`src/rtl/memory_port_arbiter.sv`:
```
// Round-robin arbiter sharing one single-port block memory among p processors.
// Each grant lasts until the holder drops its request or hits max_burst while others wait.

module memory_port_arbiter_lane #(
    parameter int data_width      = 32,
    parameter int memory_size_log = 10
) (
    input  logic                       grant,
    input  logic                       req,
    input  logic                       write_en,
    input  logic [memory_size_log-1:0] addr,
    input  logic [data_width-1:0]      write_data,
    output logic [memory_size_log-1:0] addr_gated,
    output logic [data_width-1:0]      data_gated,
    output logic                       write_gated,
    output logic                       read_access
);
    // Non-granted lanes contribute zeros so the top can OR all lanes together.
    assign addr_gated  = grant ? addr : '0;
    assign data_gated  = grant ? write_data : '0;
    assign write_gated = grant & req & write_en;
    assign read_access = grant & req & ~write_en;
endmodule

module memory_port_arbiter #(
    parameter int p               = 4,
    parameter int data_width      = 32,
    parameter int memory_size_log = 10,
    parameter int max_burst       = 16
) (
    input  logic                            i_Clock,
    input  logic                            i_Reset,
    input  logic [p-1:0]                    i_Req,
    input  logic [p-1:0]                    i_Write_En,
    input  logic [p*memory_size_log-1:0]    i_Addr,
    input  logic [p*data_width-1:0]         i_Write_Data,
    input  logic [data_width-1:0]           i_Mem_Read_Data,
    output logic [p-1:0]                    o_Grant,
    output logic [memory_size_log-1:0]      o_Mem_Addr,
    output logic [data_width-1:0]           o_Mem_Write_Data,
    output logic                            o_Mem_Write_En,
    output logic [data_width-1:0]           o_Read_Data,
    output logic [p-1:0]                    o_Read_Valid
);
    localparam int IDX_W = (p > 1) ? $clog2(p) : 1;
    localparam int CNT_W = $clog2(max_burst);

    typedef enum logic {s_Idle, s_Grant} state_t;

    state_t             r_State, n_State;
    logic [p-1:0]       n_Grant;
    logic [IDX_W-1:0]   r_Last, n_Last, pick_idx;
    logic [CNT_W-1:0]   r_Count, n_Count;
    logic               pick_found, access, others_waiting;

    logic [p-1:0]                 lane_write, lane_read;
    logic [memory_size_log-1:0]   lane_addr [p];
    logic [data_width-1:0]        lane_data [p];

    for (genvar g = 0; g < p; g++) begin : g_lane
        memory_port_arbiter_lane #(
            .data_width      (data_width),
            .memory_size_log (memory_size_log)
        ) u_lane (
            .grant       (o_Grant[g]),
            .req         (i_Req[g]),
            .write_en    (i_Write_En[g]),
            .addr        (i_Addr[g*memory_size_log +: memory_size_log]),
            .write_data  (i_Write_Data[g*data_width +: data_width]),
            .addr_gated  (lane_addr[g]),
            .data_gated  (lane_data[g]),
            .write_gated (lane_write[g]),
            .read_access (lane_read[g])
        );
    end

    always_comb begin
        o_Mem_Addr       = '0;
        o_Mem_Write_Data = '0;
        for (int k = 0; k < p; k++) begin
            o_Mem_Addr       = o_Mem_Addr | lane_addr[k];
            o_Mem_Write_Data = o_Mem_Write_Data | lane_data[k];
        end
    end

    assign o_Mem_Write_En = |lane_write;
    assign o_Read_Data    = i_Mem_Read_Data;
    assign access         = |(o_Grant & i_Req);
    assign others_waiting = |(i_Req & ~o_Grant);

    // First requester after the last-granted one, wrapping around.
    always_comb begin
        int j;
        j          = 0;
        pick_found = 1'b0;
        pick_idx   = r_Last;
        for (int i = 1; i <= p; i++) begin
            if (!pick_found) begin
                j = (int'(r_Last) + i) % p;
                if (i_Req[j]) begin
                    pick_found = 1'b1;
                    pick_idx   = IDX_W'(j);
                end
            end
        end
    end

    always_comb begin
        n_State = r_State;
        n_Grant = o_Grant;
        n_Last  = r_Last;
        n_Count = r_Count;
        case (r_State)
            s_Idle: begin
                if (pick_found) begin
                    n_Grant           = '0;
                    n_Grant[pick_idx] = 1'b1;
                    n_Last            = pick_idx;
                    n_Count           = '0;
                    n_State           = s_Grant;
                end
            end
            s_Grant: begin
                if (!access) begin
                    n_Grant = '0;
                    n_State = s_Idle;
                end else if (r_Count == CNT_W'(max_burst - 1)) begin
                    // Burst cap only forces a release when someone else is waiting.
                    n_Count = '0;
                    if (others_waiting) begin
                        n_Grant = '0;
                        n_State = s_Idle;
                    end
                end else begin
                    n_Count = r_Count + CNT_W'(1);
                end
            end
            default: begin
                n_Grant = '0;
                n_State = s_Idle;
            end
        endcase
    end

    always_ff @(posedge i_Clock or negedge i_Reset) begin
        if (!i_Reset) begin
            r_State      <= s_Idle;
            o_Grant      <= '0;
            r_Last       <= IDX_W'(p - 1);
            r_Count      <= '0;
            o_Read_Valid <= '0;
        end else begin
            r_State      <= n_State;
            o_Grant      <= n_Grant;
            r_Last       <= n_Last;
            r_Count      <= n_Count;
            o_Read_Valid <= lane_read;
        end
    end
endmodule

```
`config.mk`:
```
export PLATFORM = sky130hd
export DESIGN_NAME = memory_port_arbiter
export DESIGN_NICKNAME = d
export VERILOG_FILES = /design/src/rtl/memory_port_arbiter.sv
export SDC_FILE = /design/constraint.sdc
export NUM_CORES = 1
export LEC_CHECK = 0
export CAP_MARGIN = 20
export CORE_AREA = 2 2 113 115
export DETAILED_ROUTE_END_ITERATION = 16
export DIE_AREA = 0 0 115 117
export DONT_BUFFER_PORTS = 1
export HOLD_SLACK_MARGIN = 0.03
export PLACE_DENSITY_LB_ADDON = 0.05
export SLEW_MARGIN = 20
export SYNTH_ARGS = -nofsm -noshare
export SYNTH_HDL_FRONTEND = slang
export SYNTH_SLANG_ARGS = --single-unit
```
`constraint.sdc`:
```
create_clock -name i_Clock -period 1.6 [get_ports i_Clock]
set_clock_uncertainty 0.15 [all_clocks]
set_input_delay 0.48 -clock i_Clock [delete_from_list [all_inputs] [get_ports i_Clock]]
set_output_delay 0.48 -clock i_Clock [all_outputs]
set_load 0.05 [all_outputs]
```
==> results.sh <==
export IMPL_max_cap_viol_count=0
export IMPL_portBuffers=0
export IMPL_synth_enable_flop_cells=0
export IMPL_setup_viol=52
export IMPL_track_usage=0.106
export IMPL_antenna_found_initial=0
export IMPL_synthArstFlopShare=1.00
export IMPL_clock_sinks=15
export IMPL_fmax_ghz=0.499
export IMPL_start_util=0.158
export IMPL_critPathMaxStageDelay_ns=0.43
export IMPL_firstDrtPassIters=4
export IMPL_leakagePower_uw=0.00111
export IMPL_violations="negative setup slack"
export IMPL_coreArea_sq_mm=0.0123
export IMPL_h_tree_depth=1
export IMPL_hold_ws_ns=0.137
export IMPL_synthTopCellsByCount="84 x a22oi_1, 51 x nand2_1, 37 x buf_4"
export IMPL_nFillCells=1296
export IMPL_slew_limit_headroom=0.448
export IMPL_path_clk_slew_ns=0.05
export IMPL_gr_total_overflow=0
export IMPL_startpoint_type="flop"
export IMPL_ff_latch_area_sq_um=383
export IMPL_grt_pass1_wl_microns=11000
export IMPL_endpoint_kind="output pin"
export IMPL_drc_errors=0
export IMPL_status="finished, violations left"
export IMPL_arrival_ns=1.38
export IMPL_cts_buffers=3
export IMPL_power_density_mw_per_mm2=3180
export IMPL_dp_hpwl_microns=6660
export IMPL_wl_microns=8530
export IMPL_via_per_inst=5.25
export IMPL_yosys_register_bits=15
export IMPL_critical_path_class="reg -> out"
export IMPL_synth_top_cell_area_share=0.324
export IMPL_diodes=0
export IMPL_crit_path_cell_trace="buf_12, buf_6, a22oi_2, nand2_4"
export IMPL_place_congestion=0.644
export IMPL_synth_fp_nets=477
export IMPL_rsz0062_at_grt="yes"
export IMPL_grt_pass1_vias=2019
export IMPL_post_route_min_period_ns=2.01
export IMPL_finalPower_uw=9930
export IMPL_cp_max_fo=30
export IMPL_drt_iter0_markers=78
export IMPL_grt_max_degree=31
export IMPL_die_x_microns=115
export IMPL_drive_above_1_share=0.724
export IMPL_dieArea_sq_mm=0.0135
export IMPL_clk_latency_ns=0.25
export IMPL_placed_area_sq_mm=0.00260
export IMPL_hold_viol=0
export IMPL_multi_input_area_sq_mm=0.00191
export IMPL_clock_path_buffers=2
export IMPL_critPathRequiredTime_ns=0.97
export IMPL_worst_slack_ns=-0.406
export IMPL_synthDistinctLibCells=35
export IMPL_nets=469
export IMPL_root_buffer="clkbuf_16"
export IMPL_synth_most_common_cell="a22oi_1"
export IMPL_area_delta_synth_final_pct=60.2
export IMPL_irDropWorstVdd_mv=0.860
export IMPL_final_util=0.254
export IMPL_synth_ff_type="dfrtp_1"
export IMPL_syn_mean_instance_area_sq_um=7.32
export IMPL_fin_area_sq_mm=0.00312
export IMPL_crit_path_top_delay_cell="dfrtp_2"
export IMPL_netlist_top_cell_by_area="a22oi_1"
export IMPL_syn_cell_area_sq_mm=0.00195
export IMPL_die_h_microns=117
export IMPL_post_route_period_util=1.25
export IMPL_slew_viol_final=0
export IMPL_ys_seq_area_frac=0.194
export IMPL_ys_warn_count=0
export IMPL_wl_per_cell_microns=21.0
export IMPL_synthTopCellsByArea="a22oi_1 32%, dfrtp_1 17%, buf_4 14%"
export IMPL_io_pins=293
export IMPL_rows=41
export IMPL_syn_inst=266
export IMPL_min_delay_path_class="in -> reg"
export IMPL_ant_nets=0
export IMPL_vias=2137
export IMPL_cts_tree="built"
export IMPL_tightestPinTransition_ns=0.827
-- stage by stage --
stage	setup TNS, ns	std cells	setup WS [ns]
2_1_floorplan	-3.21	266	-0.195
3_3_place_gp	-4.74	399	-0.142
3_5_place_dp	-5.18	399	-0.181
4_1_cts	-16.51	407	-0.393
5_1_grt	-17.57	407	-0.435
6_report	-15.09	407	-0.406
-- flip-flops by register name (all words and copies together) (netlist names) --
name          cells
o_Grant           4
r_Count           4
r_State           1
o_Read_Valid      4
r_Last            2
-- cells by family (layout without fill, tap and decap cells) --
family / count (synthesis) / count (layout) / synth area share
AOI/OAI and AO/OA: 102 / 102 / 0.400
adders and majority gates: 1 / 1 / 0.00642
buffers and inverters: 62 / 53 / 0.197
DFF: 15 / 15 / 0.194
muxes: 1 / 1 / 0.00514
and+or+nand+nor: 85 / 85 / 0.197
-- final timing paths --
path	slack [ns]	cells past startpoint	endpoint	start
setup / recovery	-0.41	4	o_Mem_Write_Data[0]	o_Grant[1]
max in group asynchronous	0.48	1	o_Grant[3]	i_Reset
setup reg to reg	-0.07	6	o_Grant[2]	r_Last[1]
min in group asynchronous	0.25	1	o_Read_Valid[1]	i_Reset
hold / removal	0.14	1	o_Read_Valid[1]	i_Write_En[1]
hold reg to reg	0.36	2	r_Last[1]	r_Last[1]
-- what timing repair did --
action                                 CTS  global route
hold buffers                             1             0
cloned                                   1             0
endpoints found under the hold margin   15             0
pin swaps                               27            29
buffers inserted                         2             1
resized for setup                       59            34
setup endpoints to repair               55            59
-- metal layers --
layer / part of all wire / GRT usage
met1: 0.38 / 0.134
met2: 0.51 / 0.187
met3: 0.099 / 0.0268
met4: 0.0079 / 0.0177
met5: 0 / 0
-- cells in the final DEF (no fill, tap or decap), drive strengths merged --
| cell type | count |
|---|---|
| a21oi | 1 |
| a22o | 5 |
| o21ai | 4 |
| nand3b | 1 |
| dfrtp | 13 |
| a31oi | 1 |
| dfstp | 2 |
| or2b | 1 |
| nand2b | 5 |
| o311ai | 1 |
| a41o | 1 |
| nor3b | 2 |
| or3 | 1 |
| nand2 | 52 |
| dlymetal6s4s | 1 |
| a22oi | 84 |
| nand3 | 8 |
| ha | 1 |
| mux2i | 1 |
| nor3 | 3 |
| o2bb2ai | 1 |
| a21o | 2 |
| inv | 3 |
| nor2 | 7 |
| a41oi | 1 |
| and2 | 2 |
| nor4 | 1 |
| a31o | 1 |
| buf | 45 |
| or2 | 1 |
| nand4 | 1 |
| clkbuf | 4 |
-- area by class of cell --
cell class                      count  area share
Tap cell                          150      0.0601
Clock buffer                        4      0.0253
Timing Repair Buffer               46       0.178
Sequential cell                    15       0.123
Inverter                            3     0.00361
Multi-Input combinational cell    189       0.610
-- report_power, final --
group	total (uW)	switching [uW]	internal, uW
Combinational	8670	5940	2730
Sequential	759	221	537
Clock	508	170	339
-- worst max-delay path, delay by kind of cell, from the launching register on --
| family | cells | cell delay, ns |
|---|---|---|
| AOI/OAI and AO/OA | 1 | 0.17 |
| buffers and inverters | 2 | 0.33 |
| DFF | 1 | 0.43 |
| and+or+nand+nor | 1 | 0.16 |
No activity file was read; power rests on OpenSTA's default activity.
